===== config.mk =====
export PLATFORM = sky130hd
export DESIGN_NAME = lab3_mux_arbiter
export DESIGN_NICKNAME = d
export VERILOG_FILES = /design/src/rtl/lab3_mux_arbiter.sv
export SDC_FILE = /design/constraint.sdc
export NUM_CORES = 1
export LEC_CHECK = 0
export CELL_PAD_IN_SITES_DETAIL_PLACEMENT = 0
export CELL_PAD_IN_SITES_GLOBAL_PLACEMENT = 2
export CORE_ASPECT_RATIO = 1.4
export CORE_MARGIN = 3
export CORE_UTILIZATION = 35
export DETAILED_ROUTE_END_ITERATION = 16
export PLACE_DENSITY_LB_ADDON = 0.1
export SLEW_MARGIN = 10
export SYNTH_ARGS = -nofsm -noshare
export SYNTH_HDL_FRONTEND = slang
export SYNTH_SLANG_ARGS = --single-unit

===== constraint.sdc =====
create_clock -name clk -period 4.95 [get_ports clk]
set_input_delay 0.495 -clock clk [delete_from_list [all_inputs] [get_ports clk]]
set_output_delay 0.495 -clock clk [all_outputs]
set_load 0.01 [all_outputs]

===== src/rtl/lab3_mux_arbiter.sv =====
// Round-robin arbiter for the lab3 two-input mux select line.
// Inserts a dead cycle on every handoff and revokes a grant after MAX_HOLD cycles when the other side waits.
module lab3_mux_arbiter #(
    parameter int MAX_HOLD = 1000,
    parameter int CNT_W    = $clog2(MAX_HOLD)
) (
    input  logic             clk,
    input  logic             reset_n,
    input  logic [1:0]       req,
    output logic [1:0]       gnt,
    output logic             ctrl,
    output logic             busy,
    output logic             preempt,
    output logic [CNT_W-1:0] hold_cnt
);

    typedef enum logic [1:0] {IDLE, GRANT0, GRANT1, SWITCH} state_t;

    localparam logic [CNT_W-1:0] CNT_MAX = CNT_W'(MAX_HOLD - 1);

    state_t           state_q, state_d;
    logic             last_q, last_d;
    logic             ctrl_q, ctrl_d;
    logic [1:0]       gnt_q, gnt_d;
    logic             busy_q, busy_d;
    logic             preempt_q, preempt_d;
    logic [CNT_W-1:0] cnt_q, cnt_d;
    logic             own;
    logic             pick;

    always_comb begin
        state_d   = state_q;
        last_d    = last_q;
        ctrl_d    = ctrl_q;
        preempt_d = 1'b0;
        cnt_d     = '0;
        own       = (state_q == GRANT1);
        pick      = 1'b0;

        case (state_q)
            IDLE: begin
                if (req != 2'b00) begin
                    // On a tie the requester that was not served last wins.
                    pick    = (req == 2'b11) ? ~last_q : req[1];
                    state_d = pick ? GRANT1 : GRANT0;
                    last_d  = pick;
                    ctrl_d  = pick;
                end
            end
            GRANT0, GRANT1: begin
                if (!req[own]) begin
                    if (req[~own]) begin
                        state_d = SWITCH;
                        ctrl_d  = ~own;
                    end else begin
                        state_d = IDLE;
                    end
                end else if (req[~own] && (cnt_q == CNT_MAX)) begin
                    state_d   = SWITCH;
                    ctrl_d    = ~own;
                    preempt_d = 1'b1;
                end else begin
                    cnt_d = (cnt_q == CNT_MAX) ? cnt_q : cnt_q + 1'b1;
                end
            end
            SWITCH: begin
                // Owner was fixed on entry; late requests cannot change it.
                if (req[~last_q]) begin
                    state_d = last_q ? GRANT0 : GRANT1;
                    last_d  = ~last_q;
                end else begin
                    state_d = IDLE;
                end
            end
            default: state_d = IDLE;
        endcase

        gnt_d  = {state_d == GRANT1, state_d == GRANT0};
        busy_d = (state_d != IDLE);
    end

    always_ff @(posedge clk or negedge reset_n) begin
        if (!reset_n) begin
            state_q   <= IDLE;
            last_q    <= 1'b1;
            ctrl_q    <= 1'b0;
            gnt_q     <= 2'b00;
            busy_q    <= 1'b0;
            preempt_q <= 1'b0;
            cnt_q     <= '0;
        end else begin
            state_q   <= state_d;
            last_q    <= last_d;
            ctrl_q    <= ctrl_d;
            gnt_q     <= gnt_d;
            busy_q    <= busy_d;
            preempt_q <= preempt_d;
            cnt_q     <= cnt_d;
        end
    end

    assign gnt      = gnt_q;
    assign ctrl     = ctrl_q;
    assign busy     = busy_q;
    assign preempt  = preempt_q;
    assign hold_cnt = cnt_q;

endmodule


==> results by group, run 1 <==
Power and ir drop
  • Peak supply drop: 0.252 mV
  • Leakage: 0.572 nW
  • Post-layout power: 0.650 mW
  • P per Cell Area: 465 nW/um^2

Place
  • Placed inst area: 1340 sq um
  • Post-DP HPWL: 1.90 mm
  • I/O Buffers: 18
  • Placer Congestion: 0.701
  • Pre-CTS setup slack: 2670 ps

STA
  • RSZ-0062 raised after global routing: false
  • Slew Limit Headroom: 43.4%
  • Final worst path period need: 2010 ps
  • Setup WS post-layout: 2940 ps
  • Final setup vio count: 0
  • Max-slew violation count: 0
  • Final Cycle Share: 40.6%
  • Clock skew: 2.65 ps
  • Final Hold Vio Count: 0
  • Worst-margin pin slew: 846 ps
  • Fmax: 497 MHz
  • Final TNS setup: 0 ps

Logic synthesis
  • Synth top area share: 37.5%
  • Synth cell count leaders: 17 x dfrtp_1, 10 x nand2_1, 9 x nor2_2
  • Dominant synthesized flop cell: dfrtp_1
  • Largest cells by area after synthesis: dfrtp_1 37%, nor2_2 5.0%, ha_1 4.4%, nand2_1 3.3%, xnor2_1 3.1%
  • Count leader, synth: dfrtp_1
  • Post-Syn Area: 1130 sq um
  • Distinct cells, synth: 44
  • Number of flops mapped to enable cells by yosys: 0
  • Syn avg cell area: 10.0 sq um
  • Synth Warn #: 0
  • Sequential area share after synthesis: 39.8%
  • Cell accounting for the most synthesized area: dfrtp_1
  • Seq cells post-synth: 18
  • Cells after synthesis: 113
  • Async S/R FF share, synth: 100%
  • Syn nets: 121

Clock network
  • Max Root-Sink Buffers: 2
  • Clock Root Buffer: clkbuf_8
  • CTS sink cnt: 18
  • Max H-tree Level: 1
  • Resized cells post-CTS: 0
  • TritonCTS buffer count: 3
  • Reg clk slew, reported paths: 70 ps
  • CTS tree: done
  • Clock Latency Late Sink: 250 ps
  • Hold-fix buffers at CTS: 0
  • Post-CTS Setup Repair Bufs: 0

Finish
  • Post-route cell area: 1400 sq um
  • Area delta synth->final: 23.2%
  • Layout cells sized above 1: 19.8%
  • Multi-input logic area: 649 sq um
  • Number of diodes: 0
  • Nets: 140
  • Filler instances: 305
  • Register area: 452 sq um

Global routing
  • Grt ovf: 0
  • Vias in the first global route: 907
  • Global-route wire length before repair: 4.44 mm
  • Initial antenna violation count: 0
  • Total Routing Usage GR: 15.0%
  • Largest net degree at the start of global routing: 19

Worst hold path
  • Hold EP: last_q$_DFFE_PN1P_
  • HP Start: last_q$_DFFE_PN1P_
  • Hold depth: 2
  • Worst Hold Class: flop to flop

Worst setup path
  • Crit. End Element: flop
  • Reg2Reg Setup Slack: 3010 ps
  • Worst Setup Start Kind: input pin
  • Critical path class: input pin to flop
  • FF-to-FF Start: state_q[0]$_DFF_PN0_
  • Reg2Reg Depth: 6
  • Reg2reg end: gnt[1]$_DFF_PN0_
  • Crit Path Max Fanout: 10
  • CP Data Required Time: 5090 ps
  • Crit path DAT: 2150 ps

Detailed routing
  • # DRC: 0
  • TritonRoute pass-1 iters: 4
  • Vias per inst: 5.29
  • Final wirelength: 2.54 mm
  • Via count: 889
  • Routed Antenna Nets: 0
  • DRT iter0 DRCs: 15
  • Wire per inst: 15.1 microns

Floorplan
  • Core Footprint: 2990 sq um
  • Die area: 3970 sq um
  • Die H: 73.4 microns
  • Chip width: 54.1 microns
  • I/O pin count: 19
  • Starting density of the core: 37.9%
  • Row count: 23

Flow run
  • MaxCap Viol Count: 0

Outcome
  • Outcome: finished clean
## flip-flops by register name, indices dropped and copies added (netlist names)
name,cells
state_q,2
preempt,1
hold_cnt,10
last_q,1
ctrl,1
gnt,2
busy,1
## critical path, stage by stage
cell,delay [ps]
clkdlybuf4s50_1,670
nand2_1,140
or4_4,560
nand3b_4,210
nor3_2,70
## routing by layer
layer / vias up / routed length (microns) / GRT usage [%]
met5: - / 0 / 0
met1: 432 / 1080 / 18.5
li1: 437 / - / -
met2: 16 / 1340 / 26.1
met4: 0 / 31 / 4.99
met3: 4 / 79 / 2.03
## worst max-delay path by stage
stage / startpoint / to / cells after the start
floorplan: state_q[0]$_DFF_PN0_ / gnt[1]$_DFF_PN0_ / 7
global route: req[1] / gnt[1]$_DFF_PN0_ / 5
CTS: req[1] / hold_cnt[2]$_DFFE_PN0P_ / 5
global placement: req[1] / gnt[0]$_DFF_PN0_ / 5
detailed placement: req[1] / hold_cnt[2]$_DFFE_PN0P_ / 5
finish: req[1] / hold_cnt[2]$_DFFE_PN0P_ / 5
## kinds of logic after synthesis
family	Yosys count	synth area share [%]
and+or+nand+nor	53	31.6
adders and majority gates	4	4.41
xor gates and xnor gates	7	5.40
AOI/OAI and AO/OA	20	12.8
DFF	18	39.8
muxes	3	2.98
buffers and inverters	8	2.98
## metrics by stage
step / hold WS [ps] / cells / util (%)
6_report: 490 / 168 / 46.7
5_1_grt: 520 / 168 / 46.7
4_1_cts: 495 / 168 / 46.7
3_5_place_dp: 484 / 164 / 44.9
3_3_place_gp: 471 / 164 / 44.9
2_1_floorplan: 199 / 113 / -
## cell type report
type / instances / share of cell area, %
multi-input combinational: 87 / 46.5
sequential: 18 / 32.3
timing repair buffer: 18 / 12.9
clock buffer: 4 / 3.94
tap: 37 / 3.31
inverter: 4 / 1.07
## where the power goes
part	switching, mW	internal, mW
sequential	0.0262	0.183
clock	0.0509	0.0707
combinational	0.173	0.145
## layout by cell type (no fill, tap or decap), types with 2 or more instances in the layout
master	instances
nand3_1	3
nand2_1	10
a21oi_1	5
mux2i_1	2
xor2_1	3
nand2b_1	2
a21o_1	4
nor3_1	4
and3_1	2
clkbuf_8	4
clkdlybuf4s50_1	18
xnor2_1	4
o21ai_0	3
ha_1	4
dfrtp_1	17
nor2_2	9
inv_1	4
nor2_1	7
(Power assumes the default switching activity.)
==> run 2: changes to the inputs <==
CORE_UTILIZATION = 29   (was 35)
clock period = 1.7 ns   (was 4.95 ns; I/O delays follow)
==> results by group, run 2 (synthesized netlist as in run 1, its figures left out) <==
Global routing
  • Total Routing Usage GR: 13.4% (-1.6 points)
  • Global-route wire length before repair: 4.88 mm (+10%)
  • Initial antenna violation count: 0 (unchanged)
  • Grt ovf: 0 (unchanged)
  • Largest net degree at the start of global routing: 19 (unchanged)
  • Vias in the first global route: 1,076 (+19%)

Place
  • Pre-CTS setup slack: -129 ps (-2800 ps)
  • Placed cells: 193 (+18%)
  • Post-DP HPWL: 2.20 mm (+16%)
  • Placed inst area: 1530 sq um (+14%)
  • I/O Buffers: 18 (unchanged)
  • Placer Congestion: 0.811 (+16%)

Clock network
  • Clock Root Buffer: clkbuf_8
  • Reg clk slew, reported paths: 70 ps (about the same)
  • TritonCTS buffer count: 3 (unchanged)
  • Max H-tree Level: 1 (unchanged)
  • Max Root-Sink Buffers: 2 (unchanged)
  • CTS tree: done
  • CTS sink cnt: 18 (unchanged)
  • Clock Latency Late Sink: 250 ps (about the same)

Worst setup path
  • CP Data Required Time: 1840 ps (-3250 ps)
  • Worst Setup Start Kind: flop
  • Crit. End Element: flop
  • Reg2Reg Depth: 7 (+1)
  • Crit Path Max Fanout: 4 (-6)
  • Critical path class: flop to flop
  • Reg2Reg Setup Slack: 50 ps (-2960 ps)
  • FF-to-FF Start: state_q[0]$_DFF_PN0_
  • Reg2reg end: gnt[0]$_DFF_PN0_
  • Crit path DAT: 1790 ps (-360 ps)

Worst hold path
  • Worst Hold Class: input pin to asynchronous set/reset pin

Floorplan
  • Core Footprint: 3710 sq um (+24%)
  • Row count: 26 (+13%)
  • Die H: 80.0 microns (+9.0%)
  • Starting density of the core: 30.6% (-7.3 points)
  • I/O pin count: 19 (unchanged)
  • Chip width: 58.9 microns (+8.8%)
  • Die area: 4710 sq um (+19%)

Power and ir drop
  • Peak supply drop: 1.10 mV (+340%)
  • Combinational Power Share: 58.9% (+9.9 points)
  • Net switching power: 0.864 mW (+250%)
  • Int Pwr: 1.47 mW (+270%)
  • Sw frac: 37.0% (-1.5 points)
  • P per Cell Area: 1390 nW/um^2 (+200%)
  • Leakage: 0.710 nW (+24%)
  • Reg power frac: 26.3% (-6.0 points)
  • Clock power share: 14.8% (-3.9 points)

Finish
  • Nets: 168 (+20%)
  • Area delta synth->final: 48.4%
  • Post-route cell area: 1680 sq um (+21%)
  • Commonest cells after routing, fill and taps aside: 28 x buf_4, 18 x clkdlybuf4s50_1, 16 x dfrtp_1
  • Most common cell after layout, fill and taps aside: buf_4
  • Layout cells sized above 1: 40.9% (+21 points)
  • Number of diodes: 0 (unchanged)
  • Number of flip-flops in the largest register: 10 (unchanged)
  • Cell Count, Final, Fillers Out: 201 (+20%)
  • Filler instances: 372 (+22%)

STA
  • Final setup vio count: 0 (unchanged)
  • Clock skew: 1.87 ps (-0.783 ps)
  • Final Cycle Share: 97.1%
  • Slew Limit Headroom: 75.9% (+32 points)
  • Max-slew violation count: 0 (unchanged)
  • Worst-margin pin slew: 359 ps (-488 ps)
  • RSZ-0062 raised after global routing: true
  • Final worst path period need: 1650 ps
  • Fmax: 606 MHz
  • Final Hold Vio Count: 0 (unchanged)
  • Setup WS post-layout: 49.3 ps (-2890 ps)

Detailed routing
  • DRT iter0 DRCs: 44 (+29)
  • Routed Antenna Nets: 0 (unchanged)
  • Final wirelength: 2.97 mm (+17%)
  • Vias per inst: 5.08 (-3.9%)
  • # DRC: 0 (unchanged)
  • Via count: 1,022 (+15%)
  • Wire per inst: 14.8 microns (-2.0%)
  • TritonRoute pass-1 iters: 6 (+2)

Flow run
  • MaxCap Viol Count: 0 (unchanged)

Outcome
  • Outcome: finished clean
run 2: changes by cell type in the layout (fill, tap and decap cells not counted), moves of 2 or more:
cell	delta
ha_2	+2
inv_1	-2
ha_4	+2
ha_1	-4
buf_4	+28
inv_2	+2
run 2: per-layer routing:
layer / global-route usage [%] / share of wire, % / vias up
met5: 0 / 0 / -
met4: 5.44 / 2.2 / 0
met3: 1.62 / 2.8 / 8
met2: 24.8 / 56 / 26
met1: 14.9 / 39 / 499
li1: - / - / 489
run 2: stage by stage:
stage	TNS [ps]	utilization (%)	total power [mW]	hold WS (ps)
2_1_floorplan	0	-	1.29	-126
3_3_place_gp	-1210	41.2	1.74	496
3_5_place_dp	-1490	41.2	1.75	496
4_1_cts	0	43.9	2.24	258
5_1_grt	-70.2	45.4	2.51	275
6_report	0	45.4	2.33	251
run 2: layout make-up:
class	instances	area (sq um)	share of cell area [%]
Timing Repair Buffer	46	390	23.2
Multi-Input combinational cell	87	718	42.6
Tap cell	42	52.6	3.12
Clock buffer	4	55.1	3.27
Inverter	4	15.0	0.892
Sequential cell	18	453	26.9
run 2: timing repair:
item | 4_1_cts | 5_1_grt
hold buffers | 0 | 0
resized for setup | 4 | 10
buffers inserted | 2 | 2
endpoints found under the setup margin | 1 | 7
pin swaps | 3 | 5
hold endpoints to repair | 0 | 0
run 2: power groups by stage:
stage	registers, mW	logic, mW	clock network, mW
after floorplan	0.632	0.653	0
after global placement	0.618	1.12	0
after detailed placement	0.617	1.14	0
after CTS	0.603	1.28	0.361
after global routing	0.628	1.50	0.382
final	0.613	1.37	0.346
run 2: worst max-delay path, stage by stage, from the launching register on:
cell and delay, ps:
dfrtp_1 400, buf_4 150, ha_2 200, and3_1 210
nor4_4 190, nand2_1 140, buf_4 150, o211a_1 90
run 2: worst max-delay path by stage:
stage,start,to,slack (ps),depth (start not counted)
detailed placement,req[1],hold_cnt[2]$_DFFE_PN0P_,-130,5
floorplan,state_q[0]$_DFF_PN0_,gnt[1]$_DFF_PN0_,20,7
finish,state_q[0]$_DFF_PN0_,gnt[0]$_DFF_PN0_,50,7
global placement,req[1],gnt[0]$_DFF_PN0_,-120,6
global route,state_q[0]$_DFF_PN0_,gnt[1]$_DFF_PN0_,-50,6
CTS,state_q[0]$_DFF_PN0_,gnt[0]$_DFF_PN0_,6,7
==> run 3: changes to the inputs <==
==> constraint.sdc (replaced) <==
create_clock -name clk -period 1.7 [get_ports clk]
set_input_delay 0.51 -clock clk [delete_from_list [all_inputs] [get_ports clk]]
set_output_delay 0.51 -clock clk [all_outputs]
set_load 0.01 [all_outputs]
==> results by group, run 3 (synthesized netlist as in run 1, its figures left out) <==
Finish
  • Area delta synth->final: 59.8%
  • Filler instances: 356 (-4.3%)
  • Layout cells sized above 1: 47.6% (+6.7 points)
  • Layout Utilization: 48.9% (+3.5 points)
  • Number of flip-flops in the largest register: 10 (unchanged)
  • Commonest cells after routing, fill and taps aside: 35 x buf_4, 13 x dfrtp_1, 9 x nor2_2, 9 x dlygate4sd2_1, 8 x nand2_1
  • Post-route cell area: 1810 sq um (+7.7%)
  • Nets: 177 (+5.4%)
  • Number of diodes: 0 (unchanged)
  • Most common cell after layout, fill and taps aside: buf_4

Power and ir drop
  • Int Pwr: 1.52 mW (+3.1%)
  • Reg power frac: 25.8% (-0.5 points)
  • Leakage: 0.844 nW (+19%)
  • P per Cell Area: 1340 nW/um^2 (-3.5%)
  • Peak supply drop: 1.23 mV (+11%)
  • Net switching power: 0.909 mW (+5.3%)
  • Clock power share: 14.1% (-0.7 points)
  • Sw frac: 37.5% (+0.48 points)
  • Combinational Power Share: 60.0% (+1.1 points)

Floorplan
  • I/O pin count: 19 (unchanged)
  • Starting density of the core: 30.6% (unchanged)
  • Chip width: 58.9 microns (unchanged)
  • Core Footprint: 3710 sq um (unchanged)
  • Row count: 26 (unchanged)
  • Die H: 80.0 microns (unchanged)
  • Die area: 4710 sq um (unchanged)

Worst setup path
  • Buffers & Inverters on Critical Path: 1 (-1)
  • CP max stage delay: 540 ps (+140 ps)
  • CP max-delay cell: clkdlybuf4s50_1
  • Worst Setup Start Kind: flop
  • Crit-path cells: clkdlybuf4s50_1
  • Crit Path Max Fanout: 2 (-2)
  • CP Data Required Time: 1190 ps (-650 ps)
  • Crit path DAT: 1140 ps (-650 ps)
  • Crit. End Element: output pin
  • Critical path class: flop to output pin
  • Family with the most delay on the worst path: buffers and inverters

STA
  • Final TNS setup: 0 ps (unchanged)
  • Max-slew violation count: 0 (unchanged)
  • RSZ-0062 raised after global routing: true
  • Final worst path period need: 1650 ps (-2.43 ps)
  • Final setup vio count: 0 (unchanged)
  • Worst-margin pin slew: 369 ps (+10.1 ps)
  • Final Cycle Share: 97.0% (-0.14 points)
  • Clock skew: 1.75 ps (-0.124 ps)
  • Final Hold Vio Count: 0 (unchanged)
  • Fmax: 607 MHz (+0.15%)
  • Slew Limit Headroom: 75.2% (-0.66 points)

Detailed routing
  • TritonRoute pass-1 iters: 3 (-3)
  • # DRC: 0 (unchanged)
  • Via count: 1,044 (+2.2%)
  • Wire per inst: 14.7 microns (-0.87%)
  • Routed Antenna Nets: 0 (unchanged)
  • Vias per inst: 4.97 (-2.2%)
  • DRT iter0 DRCs: 17 (-61%)
  • Final wirelength: 3.08 mm (+3.6%)

Global routing
  • Vias in the first global route: 1,128 (+4.8%)
  • Global-route wire length before repair: 5.06 mm (+3.7%)
  • Initial antenna violation count: 0 (unchanged)
  • Total Routing Usage GR: 13.8% (+0.40 points)
  • Largest net degree at the start of global routing: 19 (unchanged)
  • Grt ovf: 0 (unchanged)

Outcome
  • Outcome: finished clean

Clock network
  • TritonCTS buffer count: 3 (unchanged)
  • Reg clk slew, reported paths: 70 ps (about the same)
  • Clock Latency Late Sink: 250 ps (about the same)
  • Clock Root Buffer: clkbuf_8
  • Hold-fix buffers at CTS: 0 (unchanged)
  • Max Root-Sink Buffers: 2 (unchanged)
  • CTS sink cnt: 18 (unchanged)
  • CTS tree: done
  • Max H-tree Level: 1 (unchanged)

Place
  • Placed inst area: 1530 sq um (unchanged)
  • Post-DP HPWL: 2.19 mm (-0.26%)
  • I/O Buffers: 18 (unchanged)
  • Placer Congestion: 0.769 (-5.1%)

Worst hold path
  • Worst Hold Class: flop to flop

Flow run
  • MaxCap Viol Count: 0 (unchanged)
run 3: cell count changes in the layout (fill, tap and decap cells not counted), moves of 2 or more:
cell | previous run | this run
buf_4 | 28 | 35
dfrtp_2 | 1 | 4
ha_2 | 2 | 0
nand2_2 | 0 | 2
nand2_1 | 10 | 8
dlymetal6s2s_1 | 0 | 2
clkdlybuf4s50_1 | 18 | 7
dlygate4sd2_1 | 0 | 9
dfrtp_1 | 16 | 13
run 3: final cells by class:
class                           instances  area (sq um)  area share [%]
Clock buffer                            4          55.1            3.04
Inverter                                4          15.0           0.828
Multi-Input combinational cell         88           786            43.3
Timing Repair Buffer                   54           448            24.7
Tap cell                               42          52.6            2.90
Sequential cell                        18           457            25.2
run 3: power by group through the flow:
stage               sequential [mW]  combinational (mW)  clock (mW)
global placement              0.619                1.13           0
floorplan                     0.632               0.653           0
CTS                           0.610                1.25       0.356
global route                  0.639                1.60       0.375
finish                        0.627                1.46       0.343
detailed placement            0.620                1.13           0
run 3: through the flow:
step / hold slack [ps] / cells / setup WS [ps] / power (mW)
after floorplan: 214 / 113 / 18.7 / 1.29
after global placement: 495 / 193 / -461 / 1.74
after detailed placement: 492 / 193 / -473 / 1.75
after CTS: 501 / 206 / -3.07 / 2.22
after global routing: 533 / 210 / -37.3 / 2.61
final: 504 / 210 / 51.7 / 2.43
run 3: per-layer routing:
metal | vias to the layer above | GRT usage (%) | part of all wire, %
li1 | 511 | - | -
met1 | 517 | 14.8 | 39
met2 | 12 | 27.0 | 58
met3 | 4 | 1.78 | 1.9
met4 | 0 | 3.85 | 0.81
met5 | - | 0 | 0
run 3: final timing paths:
path / depth (start not counted) / slack [ps] / startpoint / endpoint
setup reg to reg: 6 / 60 / state_q[1]$_DFF_PN0_ / gnt[0]$_DFF_PN0_
max in group asynchronous: 2 / 860 / reset_n / last_q$_DFFE_PN1P_
min in group asynchronous: 2 / 590 / reset_n / hold_cnt[5]$_DFFE_PN0P_
hold / removal: 2 / 500 / last_q$_DFFE_PN1P_ / last_q$_DFFE_PN1P_
hold reg to reg: 2 / 500 / last_q$_DFFE_PN1P_ / last_q$_DFFE_PN1P_
setup / recovery: 1 / 50 / hold_cnt[9]$_DFFE_PN0P_ / hold_cnt[9]
run 3: what timing repair did:
action / CTS / global route
cloned: 1 / 0
setup endpoints to repair: 27 / 15
pin swaps: 3 / 3
gates resized for setup: 20 / 16
buffers inserted: 8 / 4
